### config.mk
export PLATFORM = sky130hd
export DESIGN_NAME = pspin_ingress_desc_arb_flat
export DESIGN_NICKNAME = d
export VERILOG_FILES = /design/src/rtl/pspin_ingress_pkg.sv /design/src/rtl/pspin_ingress_desc_arb_if.sv /design/src/rtl/pspin_rr_arbiter.sv /design/src/rtl/pspin_ingress_desc_arb.sv /design/src/flat_wrapper.sv
export SDC_FILE = /design/constraint.sdc
export NUM_CORES = 1
export LEC_CHECK = 0
export CELL_PAD_IN_SITES_DETAIL_PLACEMENT = 0
export CELL_PAD_IN_SITES_GLOBAL_PLACEMENT = 1
export CORE_AREA = 3 3 242 244
export DETAILED_ROUTE_END_ITERATION = 8
export DIE_AREA = 0 0 245 247
export GPL_TIMING_DRIVEN = 0
export PLACE_DENSITY_LB_ADDON = 0.12
export SYNTH_ARGS = -nofsm -noshare
export SYNTH_HDL_FRONTEND = slang
export SYNTH_SLANG_ARGS = --single-unit
### constraint.sdc
create_clock -name clk -period 3.82 [get_ports clk]
set_input_delay 0.955 -clock clk [delete_from_list [all_inputs] [get_ports clk]]
set_output_delay 0.955 -clock clk [all_outputs]
set_load 0.01 [all_outputs]
### src/rtl/pspin_ingress_pkg.sv
// Shared types and default configuration for the ingress descriptor arbiter.
// The typedefs describe the default build; parameterised modules derive their own widths.
package pspin_ingress_pkg;

  localparam int unsigned DEF_NUM_SRC         = 4;
  localparam int unsigned DEF_AXI_ADDR_WIDTH  = 32;
  localparam int unsigned DEF_LEN_WIDTH       = 20;
  localparam int unsigned DEF_TAG_WIDTH       = 32;
  localparam int unsigned DEF_MAX_OUTSTANDING = 8;

  // Source index occupies the top SRC_W bits of the downstream tag.
  localparam int unsigned SRC_W       = $clog2(DEF_NUM_SRC);
  localparam int unsigned SRC_TAG_LSB = DEF_TAG_WIDTH - SRC_W;
  localparam int unsigned CNT_W       = $clog2(DEF_MAX_OUTSTANDING + 1);

  typedef logic [SRC_W-1:0] src_idx_t;
  typedef logic [CNT_W-1:0] credit_cnt_t;

endpackage

### src/rtl/pspin_ingress_desc_arb_if.sv
// Descriptor and completion bus bundle between allocators, arbiter and ingress DMA.
// master = arbiter view, slave = surrounding fabric view.
interface pspin_ingress_desc_arb_if
  import pspin_ingress_pkg::*;
#(
  parameter  int unsigned NUM_SRC        = DEF_NUM_SRC,
  parameter  int unsigned AXI_ADDR_WIDTH = DEF_AXI_ADDR_WIDTH,
  parameter  int unsigned LEN_WIDTH      = DEF_LEN_WIDTH,
  parameter  int unsigned TAG_WIDTH      = DEF_TAG_WIDTH,
  localparam int unsigned SRC_W          = $clog2(NUM_SRC),
  localparam int unsigned SRC_TAG_W      = TAG_WIDTH - SRC_W
);

  logic [NUM_SRC*AXI_ADDR_WIDTH-1:0] s_desc_addr;
  logic [NUM_SRC*LEN_WIDTH-1:0]      s_desc_len;
  logic [NUM_SRC*SRC_TAG_W-1:0]      s_desc_tag;
  logic [NUM_SRC-1:0]                s_desc_valid;
  logic [NUM_SRC-1:0]                s_desc_ready;

  logic [AXI_ADDR_WIDTH-1:0]         m_desc_addr;
  logic [LEN_WIDTH-1:0]              m_desc_len;
  logic [TAG_WIDTH-1:0]              m_desc_tag;
  logic                              m_desc_valid;
  logic                              m_desc_ready;

  logic [AXI_ADDR_WIDTH-1:0]         s_cpl_addr;
  logic [LEN_WIDTH-1:0]              s_cpl_len;
  logic [TAG_WIDTH-1:0]              s_cpl_tag;
  logic                              s_cpl_valid;
  logic                              s_cpl_ready;

  logic [AXI_ADDR_WIDTH-1:0]         m_cpl_addr;
  logic [LEN_WIDTH-1:0]              m_cpl_len;
  logic [SRC_TAG_W-1:0]              m_cpl_tag;
  logic [NUM_SRC-1:0]                m_cpl_valid;
  logic [NUM_SRC-1:0]                m_cpl_ready;

  modport master (
    input  s_desc_addr, s_desc_len, s_desc_tag, s_desc_valid,
    output s_desc_ready,
    output m_desc_addr, m_desc_len, m_desc_tag, m_desc_valid,
    input  m_desc_ready,
    input  s_cpl_addr, s_cpl_len, s_cpl_tag, s_cpl_valid,
    output s_cpl_ready,
    output m_cpl_addr, m_cpl_len, m_cpl_tag, m_cpl_valid,
    input  m_cpl_ready
  );

  modport slave (
    output s_desc_addr, s_desc_len, s_desc_tag, s_desc_valid,
    input  s_desc_ready,
    input  m_desc_addr, m_desc_len, m_desc_tag, m_desc_valid,
    output m_desc_ready,
    output s_cpl_addr, s_cpl_len, s_cpl_tag, s_cpl_valid,
    input  s_cpl_ready,
    input  m_cpl_addr, m_cpl_len, m_cpl_tag, m_cpl_valid,
    output m_cpl_ready
  );

endinterface

### src/rtl/pspin_rr_arbiter.sv
// Round-robin picker: combinational first-request-at-or-after pointer,
// pointer moves past the winner when advance is asserted.
module pspin_rr_arbiter #(
  parameter  int unsigned NUM_REQ = 4,
  localparam int unsigned IDX_W   = $clog2(NUM_REQ)
) (
  input  logic               clk,
  input  logic               rst,
  input  logic [NUM_REQ-1:0] req,
  input  logic               advance,
  output logic [NUM_REQ-1:0] grant_onehot,
  output logic [IDX_W-1:0]   grant_idx
);

  logic [IDX_W-1:0] ptr_q;
  logic [IDX_W-1:0] ptr_d;
  logic [IDX_W-1:0] cand;
  logic             found;

  // Scan requesters starting from the pointer, wrapping modulo NUM_REQ.
  always_comb begin
    found        = 1'b0;
    cand         = '0;
    grant_onehot = '0;
    grant_idx    = '0;
    for (int unsigned k = 0; k < NUM_REQ; k++) begin
      cand = IDX_W'((32'(ptr_q) + k) % NUM_REQ);
      if (!found && req[cand]) begin
        found              = 1'b1;
        grant_idx          = cand;
        grant_onehot[cand] = 1'b1;
      end
    end
  end

  always_comb begin
    ptr_d = ptr_q;
    if (advance) begin
      ptr_d = (32'(grant_idx) == NUM_REQ - 1) ? '0 : grant_idx + IDX_W'(1);
    end
  end

  always_ff @(posedge clk) begin
    if (rst) begin
      ptr_q <= '0;
    end else begin
      ptr_q <= ptr_d;
    end
  end

endmodule

### src/rtl/pspin_ingress_desc_arb.sv
// Shares the ingress DMA write-descriptor channel between allocator sources with
// round-robin arbitration and per-source credits; routes completions back by tag.
module pspin_ingress_desc_arb
  import pspin_ingress_pkg::*;
#(
  parameter  int unsigned NUM_SRC         = DEF_NUM_SRC,
  parameter  int unsigned AXI_ADDR_WIDTH  = DEF_AXI_ADDR_WIDTH,
  parameter  int unsigned LEN_WIDTH       = DEF_LEN_WIDTH,
  parameter  int unsigned TAG_WIDTH       = DEF_TAG_WIDTH,
  parameter  int unsigned MAX_OUTSTANDING = DEF_MAX_OUTSTANDING,
  localparam int unsigned SRC_W           = $clog2(NUM_SRC),
  localparam int unsigned CNT_W           = $clog2(MAX_OUTSTANDING + 1),
  localparam int unsigned SRC_TAG_W       = TAG_WIDTH - SRC_W
) (
  input  logic                       clk,
  input  logic                       rst,
  input  logic                       enable,
  pspin_ingress_desc_arb_if.master   bus,
  output logic [NUM_SRC*CNT_W-1:0]   outstanding,
  output logic                       err_cpl
);

  logic [CNT_W-1:0]          cnt_q [NUM_SRC];
  logic [CNT_W-1:0]          cnt_d [NUM_SRC];

  logic                      m_desc_valid_q, m_desc_valid_d;
  logic [AXI_ADDR_WIDTH-1:0] m_desc_addr_q, m_desc_addr_d;
  logic [LEN_WIDTH-1:0]      m_desc_len_q, m_desc_len_d;
  logic [TAG_WIDTH-1:0]      m_desc_tag_q, m_desc_tag_d;

  logic [NUM_SRC-1:0]        m_cpl_valid_q, m_cpl_valid_d;
  logic [SRC_W-1:0]          cpl_src_q, cpl_src_d;
  logic [AXI_ADDR_WIDTH-1:0] m_cpl_addr_q, m_cpl_addr_d;
  logic [LEN_WIDTH-1:0]      m_cpl_len_q, m_cpl_len_d;
  logic [SRC_TAG_W-1:0]      m_cpl_tag_q, m_cpl_tag_d;
  logic                      err_cpl_q, err_cpl_d;

  logic [NUM_SRC-1:0]        eligible_c;
  logic [NUM_SRC-1:0]        req_c;
  logic [NUM_SRC-1:0]        grant_onehot_c;
  logic [SRC_W-1:0]          grant_idx_c;
  logic                      load_c;
  logic                      desc_fire_c;
  logic [SRC_W-1:0]          cpl_idx_c;
  logic                      idx_ok_c;
  logic                      s_cpl_ready_c;
  logic                      cpl_fire_c;
  logic [NUM_SRC-1:0]        inc_c;
  logic [NUM_SRC-1:0]        dec_c;

  // Descriptor issue: credit check, then round-robin among eligible sources.
  always_comb begin
    eligible_c = '0;
    for (int unsigned i = 0; i < NUM_SRC; i++) begin
      eligible_c[i] = bus.s_desc_valid[i] & enable & (32'(cnt_q[i]) < MAX_OUTSTANDING);
    end
  end

  assign load_c      = !m_desc_valid_q || bus.m_desc_ready;
  assign req_c       = (rst || !load_c) ? '0 : eligible_c;
  assign desc_fire_c = |grant_onehot_c;

  pspin_rr_arbiter #(
    .NUM_REQ (NUM_SRC)
  ) u_rr_arbiter (
    .clk          (clk),
    .rst          (rst),
    .req          (req_c),
    .advance      (desc_fire_c),
    .grant_onehot (grant_onehot_c),
    .grant_idx    (grant_idx_c)
  );

  always_comb begin
    m_desc_valid_d = m_desc_valid_q;
    m_desc_addr_d  = m_desc_addr_q;
    m_desc_len_d   = m_desc_len_q;
    m_desc_tag_d   = m_desc_tag_q;
    if (desc_fire_c) begin
      m_desc_valid_d = 1'b1;
      m_desc_addr_d  = bus.s_desc_addr[32'(grant_idx_c)*AXI_ADDR_WIDTH +: AXI_ADDR_WIDTH];
      m_desc_len_d   = bus.s_desc_len[32'(grant_idx_c)*LEN_WIDTH +: LEN_WIDTH];
      m_desc_tag_d   = {grant_idx_c, bus.s_desc_tag[32'(grant_idx_c)*SRC_TAG_W +: SRC_TAG_W]};
    end else if (bus.m_desc_ready) begin
      m_desc_valid_d = 1'b0;
    end
  end

  // Completion routing: the top tag bits name the owning source.
  assign cpl_idx_c = bus.s_cpl_tag[TAG_WIDTH-1 -: SRC_W];

  if (NUM_SRC == (1 << SRC_W)) begin : g_idx_pow2
    assign idx_ok_c = 1'b1;
  end else begin : g_idx_range
    assign idx_ok_c = (32'(cpl_idx_c) < NUM_SRC);
  end

  assign s_cpl_ready_c = !rst && (!(|m_cpl_valid_q) || bus.m_cpl_ready[cpl_src_q]);
  assign cpl_fire_c    = bus.s_cpl_valid && s_cpl_ready_c;

  always_comb begin
    m_cpl_valid_d = m_cpl_valid_q;
    cpl_src_d     = cpl_src_q;
    m_cpl_addr_d  = m_cpl_addr_q;
    m_cpl_len_d   = m_cpl_len_q;
    m_cpl_tag_d   = m_cpl_tag_q;
    err_cpl_d     = err_cpl_q;
    if (cpl_fire_c) begin
      m_cpl_valid_d = '0;
      if (idx_ok_c) begin
        m_cpl_valid_d[cpl_idx_c] = 1'b1;
        cpl_src_d                = cpl_idx_c;
        m_cpl_addr_d             = bus.s_cpl_addr;
        m_cpl_len_d              = bus.s_cpl_len;
        m_cpl_tag_d              = bus.s_cpl_tag[SRC_TAG_W-1:0];
        if (cnt_q[cpl_idx_c] == '0) begin
          err_cpl_d = 1'b1;
        end
      end else begin
        err_cpl_d = 1'b1;
      end
    end else if ((|m_cpl_valid_q) && bus.m_cpl_ready[cpl_src_q]) begin
      m_cpl_valid_d = '0;
    end
  end

  // Credit counters; a zero count is never decremented, a full one is never granted.
  always_comb begin
    inc_c = '0;
    dec_c = '0;
    for (int unsigned i = 0; i < NUM_SRC; i++) begin
      inc_c[i] = desc_fire_c & grant_onehot_c[i];
      dec_c[i] = cpl_fire_c & idx_ok_c & (32'(cpl_idx_c) == i) & (cnt_q[i] != '0);
      cnt_d[i] = cnt_q[i] + CNT_W'(inc_c[i]) - CNT_W'(dec_c[i]);
    end
  end

  always_ff @(posedge clk) begin
    if (rst) begin
      m_desc_valid_q <= 1'b0;
      m_desc_addr_q  <= '0;
      m_desc_len_q   <= '0;
      m_desc_tag_q   <= '0;
      m_cpl_valid_q  <= '0;
      cpl_src_q      <= '0;
      m_cpl_addr_q   <= '0;
      m_cpl_len_q    <= '0;
      m_cpl_tag_q    <= '0;
      err_cpl_q      <= 1'b0;
      for (int unsigned i = 0; i < NUM_SRC; i++) begin
        cnt_q[i] <= '0;
      end
    end else begin
      m_desc_valid_q <= m_desc_valid_d;
      m_desc_addr_q  <= m_desc_addr_d;
      m_desc_len_q   <= m_desc_len_d;
      m_desc_tag_q   <= m_desc_tag_d;
      m_cpl_valid_q  <= m_cpl_valid_d;
      cpl_src_q      <= cpl_src_d;
      m_cpl_addr_q   <= m_cpl_addr_d;
      m_cpl_len_q    <= m_cpl_len_d;
      m_cpl_tag_q    <= m_cpl_tag_d;
      err_cpl_q      <= err_cpl_d;
      for (int unsigned i = 0; i < NUM_SRC; i++) begin
        cnt_q[i] <= cnt_d[i];
      end
    end
  end

  assign bus.s_desc_ready = grant_onehot_c;
  assign bus.m_desc_valid = m_desc_valid_q;
  assign bus.m_desc_addr  = m_desc_addr_q;
  assign bus.m_desc_len   = m_desc_len_q;
  assign bus.m_desc_tag   = m_desc_tag_q;
  assign bus.s_cpl_ready  = s_cpl_ready_c;
  assign bus.m_cpl_valid  = m_cpl_valid_q;
  assign bus.m_cpl_addr   = m_cpl_addr_q;
  assign bus.m_cpl_len    = m_cpl_len_q;
  assign bus.m_cpl_tag    = m_cpl_tag_q;
  assign err_cpl          = err_cpl_q;

  for (genvar g = 0; g < NUM_SRC; g++) begin : g_outstanding
    assign outstanding[g*CNT_W +: CNT_W] = cnt_q[g];
  end

endmodule

### src/flat_wrapper.sv
// flat-port wrapper written by rule: the top's interface ports become plain ports
module pspin_ingress_desc_arb_flat import pspin_ingress_pkg::*;
#(
  parameter  int unsigned NUM_SRC         = DEF_NUM_SRC,
  parameter  int unsigned AXI_ADDR_WIDTH  = DEF_AXI_ADDR_WIDTH,
  parameter  int unsigned LEN_WIDTH       = DEF_LEN_WIDTH,
  parameter  int unsigned TAG_WIDTH       = DEF_TAG_WIDTH,
  parameter  int unsigned MAX_OUTSTANDING = DEF_MAX_OUTSTANDING,
  localparam int unsigned SRC_W           = $clog2(NUM_SRC),
  localparam int unsigned CNT_W           = $clog2(MAX_OUTSTANDING + 1),
  localparam int unsigned SRC_TAG_W       = TAG_WIDTH - SRC_W
)
  (clk, rst, enable, outstanding, err_cpl, bus_s_desc_addr, bus_s_desc_len, bus_s_desc_tag, bus_s_desc_valid, bus_s_desc_ready, bus_m_desc_addr, bus_m_desc_len, bus_m_desc_tag, bus_m_desc_valid, bus_m_desc_ready, bus_s_cpl_addr, bus_s_cpl_len, bus_s_cpl_tag, bus_s_cpl_valid, bus_s_cpl_ready, bus_m_cpl_addr, bus_m_cpl_len, bus_m_cpl_tag, bus_m_cpl_valid, bus_m_cpl_ready);
  pspin_ingress_desc_arb_if #(.NUM_SRC(NUM_SRC), .AXI_ADDR_WIDTH(AXI_ADDR_WIDTH), .LEN_WIDTH(LEN_WIDTH), .TAG_WIDTH(TAG_WIDTH)) bus_i ();
  input  logic clk;
  input  logic rst;
  input  logic enable;
  output logic [NUM_SRC*CNT_W-1:0] outstanding;
  output logic err_cpl;
  input wire logic [$bits(bus_i.s_desc_addr)-1:0] bus_s_desc_addr;
  input wire logic [$bits(bus_i.s_desc_len)-1:0] bus_s_desc_len;
  input wire logic [$bits(bus_i.s_desc_tag)-1:0] bus_s_desc_tag;
  input wire logic [$bits(bus_i.s_desc_valid)-1:0] bus_s_desc_valid;
  output wire logic [$bits(bus_i.s_desc_ready)-1:0] bus_s_desc_ready;
  output wire logic [$bits(bus_i.m_desc_addr)-1:0] bus_m_desc_addr;
  output wire logic [$bits(bus_i.m_desc_len)-1:0] bus_m_desc_len;
  output wire logic [$bits(bus_i.m_desc_tag)-1:0] bus_m_desc_tag;
  output wire logic [$bits(bus_i.m_desc_valid)-1:0] bus_m_desc_valid;
  input wire logic [$bits(bus_i.m_desc_ready)-1:0] bus_m_desc_ready;
  input wire logic [$bits(bus_i.s_cpl_addr)-1:0] bus_s_cpl_addr;
  input wire logic [$bits(bus_i.s_cpl_len)-1:0] bus_s_cpl_len;
  input wire logic [$bits(bus_i.s_cpl_tag)-1:0] bus_s_cpl_tag;
  input wire logic [$bits(bus_i.s_cpl_valid)-1:0] bus_s_cpl_valid;
  output wire logic [$bits(bus_i.s_cpl_ready)-1:0] bus_s_cpl_ready;
  output wire logic [$bits(bus_i.m_cpl_addr)-1:0] bus_m_cpl_addr;
  output wire logic [$bits(bus_i.m_cpl_len)-1:0] bus_m_cpl_len;
  output wire logic [$bits(bus_i.m_cpl_tag)-1:0] bus_m_cpl_tag;
  output wire logic [$bits(bus_i.m_cpl_valid)-1:0] bus_m_cpl_valid;
  input wire logic [$bits(bus_i.m_cpl_ready)-1:0] bus_m_cpl_ready;
  assign bus_i.s_desc_addr = bus_s_desc_addr;
  assign bus_i.s_desc_len = bus_s_desc_len;
  assign bus_i.s_desc_tag = bus_s_desc_tag;
  assign bus_i.s_desc_valid = bus_s_desc_valid;
  assign bus_s_desc_ready = bus_i.s_desc_ready;
  assign bus_m_desc_addr = bus_i.m_desc_addr;
  assign bus_m_desc_len = bus_i.m_desc_len;
  assign bus_m_desc_tag = bus_i.m_desc_tag;
  assign bus_m_desc_valid = bus_i.m_desc_valid;
  assign bus_i.m_desc_ready = bus_m_desc_ready;
  assign bus_i.s_cpl_addr = bus_s_cpl_addr;
  assign bus_i.s_cpl_len = bus_s_cpl_len;
  assign bus_i.s_cpl_tag = bus_s_cpl_tag;
  assign bus_i.s_cpl_valid = bus_s_cpl_valid;
  assign bus_s_cpl_ready = bus_i.s_cpl_ready;
  assign bus_m_cpl_addr = bus_i.m_cpl_addr;
  assign bus_m_cpl_len = bus_i.m_cpl_len;
  assign bus_m_cpl_tag = bus_i.m_cpl_tag;
  assign bus_m_cpl_valid = bus_i.m_cpl_valid;
  assign bus_i.m_cpl_ready = bus_m_cpl_ready;
  pspin_ingress_desc_arb #(.NUM_SRC(NUM_SRC), .AXI_ADDR_WIDTH(AXI_ADDR_WIDTH), .LEN_WIDTH(LEN_WIDTH), .TAG_WIDTH(TAG_WIDTH), .MAX_OUTSTANDING(MAX_OUTSTANDING)) u_core (.clk(clk), .rst(rst), .enable(enable), .bus(bus_i), .outstanding(outstanding), .err_cpl(err_cpl));
endmodule
==> flow_metrics.py, run 1 <==
metrics = {
    "critical_path": {
        "cp.arrival_ns": 2.82,
        "worstSetupPathType": "primary input to output pin",
        "crit_path_max_fanout": 10,
        "reg2reg_slack_ns": 0.26,
        "cp_top_family": "compound AO/OA/AOI/OAI gates",
        "crit_buf_inv": 4,
        "startpoint": "bus_s_desc_valid[3]",
        "cp.required_ns": 2.86,
        "cp_cell_sequence": "clkdlybuf4s15_2 > nor2b_4 > buf_6 > mux4_2 > a2111oi_4 > o22ai_2 > o21a_2 > inv_1 > buf_4",
        "critPathMaxStageDelay_ns": 0.52,
        "cp_slowest_cell": "mux4_2",
        "timing.critical_path.from_type": "primary input",
        "crit_path_end_kind": "output pin",
    },
    "route": {
        "first_pass_iters": 4,
        "antenna_left": 0,
        "vias": 9987,
        "detail_route.wl_per_cell_um": 21.2,
        "first_iter_violations": 252,
        "drc": 0,
        "wirelength_um": 51100,
        "drt-vias-per-instance": 4.14,
    },
    "cts": {
        "cts_hold_buffers": 0,
        "cts.sinks": 192,
        "cts_tree": "built",
        "clk_path_buf_depth": 2,
        "clk_pin_slew_worst_paths_ns": 0.07,
        "cts_root_buf": "clkbuf_16",
        "insertion_delay_ns": 0.48,
        "cts_made_buffers": 17,
        "h-tree-depth": 4,
    },
    "synthesis": {
        "synth_top_area_frac": 0.366,
        "async_flop_share": 0,
        "syn_inst": 994,
        "yosys-top-cells-area": "dfxtp_1, mux4_2, mux2_4",
        "avgSynthCellArea_um2": 10.6,
        "synth_ff_type": "dfxtp_1",
        "synth_xor_area_frac": 0.00667,
        "ys_seq_area_frac": 0.366,
        "synth_compound_area_frac": 0.0386,
        "synth_top_family_by_area": "multiplexers",
        "ys_warn_count": 0,
        "synth_fa_ha_area_frac": 0.0410,
        "synth_area_leader_cell": "dfxtp_1",
        "ys_seq_elements": 192,
        "synth_common_cells": "dfxtp_1, nand2_1, nor2b_1",
        "synth_cell_types": 63,
        "yosysMostFrequentCell": "dfxtp_1",
        "synth_area_um2": 10500,
        "synth_edf_count": 0,
        "synthMuxAreaShare": 0.294,
        "synth_simple_gate_area_frac": 0.201,
        "syn-num-nets": 1451,
    },
    "pwr": {
        "power.density_nw_per_um2": 567,
        "p_leak_nw": 7.23,
        "peakVddDrop_mv": 0.326,
    },
    "timing": {
        "fin_skew_ns": 0.0131,
        "hold_viol_final": 0,
        "timing.final.setup_violations": 0,
        "min_period_ns": 3.78,
        "worstMarginPinSlew_ns": 0.863,
        "drv_slew": 0,
        "fmax_mhz": 265,
        "setup_slack_ns": 0.0419,
        "slew_headroom": 0.425,
        "rsz0062_at_grt": "yes",
        "period_share": 0.989,
    },
    "finish": {
        "fin_area_um2": 18500,
        "diodes": 0,
        "finalNetCount": 2099,
        "fillers": 5841,
        "drive_above_1_share": 0.174,
        "fin_cells": 2411,
        "area_growth_pct": 76.6,
    },
    "floorplan": {
        "num_rows": 87,
        "die_x_um": 245,
        "start_util": 0.186,
        "die_area_um2": 60500,
        "die_y_um": 247,
        "fp.coreArea_um2": 56500,
        "num_io_pins": 618,
    },
    "worst_hold_path": {
        "min_from": "u_core.bus.m_cpl_len[19]$_SDFFE_PP0P_",
        "hp-class": "flop to flop",
    },
    "global_routing": {
        "grt_max_degree": 19,
        "grt_usage": 0.164,
        "gr-total-overflow": 0,
        "grt_pass1_wl_um": 71500,
        "antenna_found_initial": 4,
        "grt_pass1_vias": 10554,
    },
    "place": {
        "dp.cells": 2367,
        "place_area_um2": 17600,
        "pre_cts_slack_ns": -1.56,
        "port_buffers": 617,
        "hpwl_um": 41900,
        "gp_congestion": 0.793,
    },
    "run_status": {
        "status": "completed",
    },
    "run": {
        "cap_violations": 0,
    },
}
-- worst min-delay path: stages (launching register included) --
cell and delay, ns:
dfxtp_1 0.31, nand3_1 0.06, nand2_1 0.05
-- kinds of logic (layout without fill, tap and decap cells) --
family,Yosys count,after routing
AO/OA/AOI/OAI,58,58
adder cells (fa/ha/maj),32,32
XOR/XNOR,8,8
flip-flops,192,192
multiplexers,169,169
AND/OR/NAND/NOR,429,429
buffers and inverters,106,767
-- per-layer routing --
metal  up-vias  global-route usage  routed length [µm]
met5         -                   0                  58
met2       294               0.291               26700
met3        50              0.0571                3660
li1       4817                   -                   -
met1      4818               0.185               19800
met4         8              0.0469                 908
-- state kept, by name, indices dropped and copies added (netlist names), named ones only --
register,count
u_core.bus.m_cpl_tag,30
u_core.bus.m_desc_addr,32
u_core.bus.m_cpl_addr,32
u_core.u_rr_arbiter.ptr_q,1
u_core.bus.m_desc_tag,32
u_core.bus.m_cpl_len,20
u_core.cnt_q,16
u_core.bus.m_desc_valid,1
u_core.bus.m_cpl_valid,4
u_core.err_cpl,1
u_core.cpl_src_q,2
u_core.bus.m_desc_len,20
-- stage by stage --
step                      power [W]  TNS [ns]   util  hold WS, ns
after global placement      0.00853   -114.78  0.312        0.441
after global routing         0.0112   -0.0744  0.328        0.476
after floorplan             0.00608         0      -        0.441
after detailed placement    0.00853   -108.82  0.312        0.445
final                        0.0105         0  0.328        0.454
after CTS                    0.0107   -0.0874  0.327        0.459
-- cell usage in the layout (no fill, tap or decap), types with 4 or more instances in the layout --
cell	count
clkbuf_2	6
nor4_1	6
mux4_2	86
nand4_1	5
fa_1	4
clkbuf_16	17
clkdlybuf4s50_1	608
inv_8	4
buf_2	4
mux2_4	58
inv_6	4
a21oi_1	19
ha_1	27
xnor2_1	5
clkbuf_1	35
nand2_1	175
nor2b_1	88
buf_4	22
a21o_1	7
nand2b_1	10
or2_2	6
nor3_1	4
buf_12	6
nor2_1	19
dfxtp_1	190
nand3_1	89
buf_1	5
mux2_2	25
clkbuf_4	4
inv_1	32
-- layout make-up --
| type | count | area [µm²] | share of cell area |
|---|---|---|---|
| Multi-Input combinational cell | 696 | 6270 | 0.338 |
| Tap cell | 756 | 946 | 0.0510 |
| Buffer | 69 | 457 | 0.0246 |
| Timing Repair Buffer | 630 | 6260 | 0.338 |
| Clock inverter | 12 | 164 | 0.00884 |
| Sequential cell | 192 | 3850 | 0.208 |
| Clock buffer | 20 | 447 | 0.0241 |
| Inverter | 36 | 144 | 0.00776 |
-- repair_timing --
action / in CTS / in global routing
gates resized for setup: 71 / 22
endpoints found under the setup margin: 96 / 85
buffers inserted: 12 / 1
endpoints found under the hold margin: 0 / 0
pin swaps: 6 / 3
-- path summary, 6_finish.rpt --
check / endpoint / depth (start not counted)
setup / recovery: bus_s_desc_ready[3] / 9
hold / removal: u_core.bus.m_cpl_len[19]$_SDFFE_PP0P_ / 2
setup reg to reg: u_core.bus.m_desc_addr[13]$_SDFFE_PP0N_ / 11
hold reg to reg: u_core.bus.m_cpl_len[19]$_SDFFE_PP0P_ / 2
-- where the power goes --
part	internal [W]	switching, W	total (W)
clock network	0.00101	0.000914	0.00193
registers	0.00254	0.000309	0.00285
logic	0.00334	0.00239	0.00573
No activity file was read; power rests on OpenSTA's default activity.
==> run 2: changes to the inputs <==
--- a/config.mk
+++ b/config.mk
@@ -7,9 +7,9 @@
 export LEC_CHECK = 0
 export CELL_PAD_IN_SITES_DETAIL_PLACEMENT = 0
 export CELL_PAD_IN_SITES_GLOBAL_PLACEMENT = 1
-export CORE_AREA = 3 3 242 244
+export CORE_AREA = 2 2 241 243
 export DETAILED_ROUTE_END_ITERATION = 8
-export DIE_AREA = 0 0 245 247
+export DIE_AREA = 0 0 243 245
 export GPL_TIMING_DRIVEN = 0
 export PLACE_DENSITY_LB_ADDON = 0.12
 export SYNTH_ARGS = -nofsm -noshare
==> run 2 against run 1 <==
  * Worst setup slack got worse by 0.011 ns
  * Clock-buffer cell count unchanged
  * Wire length down 0.34%
  * Register-to-register slack improved by 0.12 ns
  * Worst hold slack about the same
  * Design area is essentially flat
  * Power fell by 0.39%
  * Sequential share of layout area about the same
  * Flip-flop and latch count unchanged
  * Clock power hardly changed
  * Sequential power about the same
  * Critical path type unchanged
  * Critical endpoint unchanged
  * Highest routed layer unchanged
==> flow_metrics.py, run 2 (synthesis results as in run 1) <==
metrics = {
    "worst_hold_path": {
        "min_delay_worst_endpoint": "u_core.bus.m_cpl_len[10]$_SDFFE_PP0P_",
        "min_from": "u_core.bus.m_cpl_len[10]$_SDFFE_PP0P_",
        "hp-class": "flop to flop",
        "hold_depth": 2,
    },
    "route": {
        "wirelength_um": 50900,
        "drt-vias-per-instance": 4.10,
        "first_iter_violations": 397,
        "antenna_left": 0,
        "first_pass_iters": 4,
        "detail_route.wl_per_cell_um": 21.0,
        "vias": 9957,
        "drc": 0,
    },
    "timing": {
        "rsz0062_at_grt": "yes",
        "worstMarginPinSlew_ns": 0.885,
        "min_period_ns": 3.79,
        "setup_slack_ns": 0.0307,
        "timing.final.setup_violations": 0,
        "slew_headroom": 0.410,
        "fmax_mhz": 264,
        "drv_slew": 0,
        "fin_skew_ns": 0.0135,
        "period_share": 0.992,
        "hold_viol_final": 0,
    },
    "global_routing": {
        "grt_pass1_vias": 10456,
        "grt_pass1_wl_um": 71400,
        "gr-total-overflow": 0,
        "grt_max_degree": 19,
        "grt_usage": 0.167,
        "antenna_found_initial": 7,
    },
    "finish": {
        "finalNetCount": 2104,
        "fin_cells": 2428,
        "fin_area_um2": 18600,
        "area_growth_pct": 76.7,
        "final_cell_mix": "clkdlybuf4s50_1, dfxtp_1, nand2_1",
        "fillers": 5854,
        "final_common_cell": "clkdlybuf4s50_1",
        "drive_above_1_share": 0.175,
    },
    "place": {
        "place_area_um2": 17600,
        "gp_congestion": 0.850,
        "hpwl_um": 41600,
        "pre_cts_slack_ns": -1.29,
        "port_buffers": 617,
        "dp.cells": 2376,
    },
    "floorplan": {
        "num_rows": 88,
        "start_util": 0.184,
        "num_io_pins": 618,
        "die_x_um": 243,
        "die_area_um2": 59500,
        "fp.coreArea_um2": 57000,
        "die_y_um": 245,
    },
    "pwr": {
        "power.density_nw_per_um2": 564,
        "p_leak_nw": 7.24,
        "peakVddDrop_mv": 0.330,
    },
    "critical_path": {
        "crit_path_max_fanout": 5,
        "r2r-end": "u_core.bus.m_desc_tag[6]$_SDFFE_PP0N_",
        "crit_path_end_kind": "output pin",
        "reg2reg_slack_ns": 0.38,
        "timing.critical_path.from_type": "primary input",
        "worstSetupPathType": "primary input to output pin",
        "cp.arrival_ns": 2.83,
        "cp.required_ns": 2.86,
        "worstRegToRegCells": 14,
    },
    "cts": {
        "cts_tree": "built",
        "cts.sinks": 192,
        "cts_made_buffers": 17,
        "cts_root_buf": "clkbuf_16",
        "clk_path_buf_depth": 2,
        "insertion_delay_ns": 0.49,
        "cts_hold_buffers": 0,
        "clk_pin_slew_worst_paths_ns": 0.08,
        "h-tree-depth": 4,
    },
    "run_status": {
        "status": "completed",
    },
    "run": {
        "cap_violations": 0,
    },
}
-- run 2: cell count changes in the layout (fill, tap and decap cells not counted), moves of 2 or more --
cell / delta
buf_2: +3
clkbuf_2: +2
clkbuf_4: +2
clkdlybuf4s15_2: -3
diode_2: +3
dlygate4sd2_1: -2
nor2b_2: -2
-- run 2: per-layer routing --
metal,part of all wire,track usage,wire length (µm)
met3,0.066,0.0587,3380
met2,0.52,0.300,26700
met4,0.018,0.0473,904
met5,0.0016,0,82
met1,0.39,0.186,19900
-- run 2: what timing repair did --
item / CTS / global route
gates resized for setup: 66 / 34
pin swaps: 7 / 5
setup buffers: 14 / 4
endpoints found under the setup margin: 98 / 78
-- run 2: how the worst max path moves through the flow --
stage	start	depth (start not counted)	endpoint	slack, ns
floorplan	flop	14	u_core.bus.m_desc_addr[26]$_SDFFE_PP0N_	0.26
global placement	bus_s_desc_valid[1]	11	u_core.bus.m_desc_addr[16]$_SDFFE_PP0N_	-1.33
detailed placement	rst	9	u_core.bus.m_desc_addr[16]$_SDFFE_PP0N_	-1.29
CTS	flop	11	bus_s_desc_ready[0]	-0.02
global route	bus_s_desc_valid[3]	10	bus_s_desc_ready[3]	-0.02
finish	bus_s_desc_valid[3]	10	bus_s_desc_ready[3]	0.03
-- run 2: power by group --
group / total (W) / internal (W) / switching [W]
clock: 0.00190 / 0.000946 / 0.000950
sequential: 0.00284 / 0.00254 / 0.000295
combinational: 0.00573 / 0.00336 / 0.00238
total: 0.0105 / 0.00684 / 0.00362
-- run 2: worst max-delay path: stages --
cell and delay, ns:
buf_8 0.10, nor2b_4 0.12, buf_6 0.13, mux4_2 0.49, buf_6 0.14, a2111oi_4 0.35, o22ai_2 0.14, o21a_2 0.25
inv_2 0.05, buf_6 0.09
-- run 2: area by class of cell --
type	instances	area (µm²)	share of cell area
antenna	3	7.51	0.000405
timing repair buffer	635	6290	0.339
clock buffer	20	447	0.0241
buffer	69	448	0.0241
multi-input combinational	696	6260	0.337
clock inverter	12	143	0.00769
sequential	192	3850	0.208
tap	765	957	0.0516
inverter	36	146	0.00789
-- run 2: metrics by stage --
stage                     hold WS [ns]   util  setup TNS (ns)  power [W]
after global placement           0.441  0.309          -97.19    0.00849
final                            0.454  0.325               0     0.0105
after global routing             0.475  0.325         -0.0213     0.0111
after detailed placement         0.444  0.309          -95.50    0.00850
after floorplan                  0.441      -               0    0.00608
after CTS                        0.458  0.324         -0.0161     0.0107
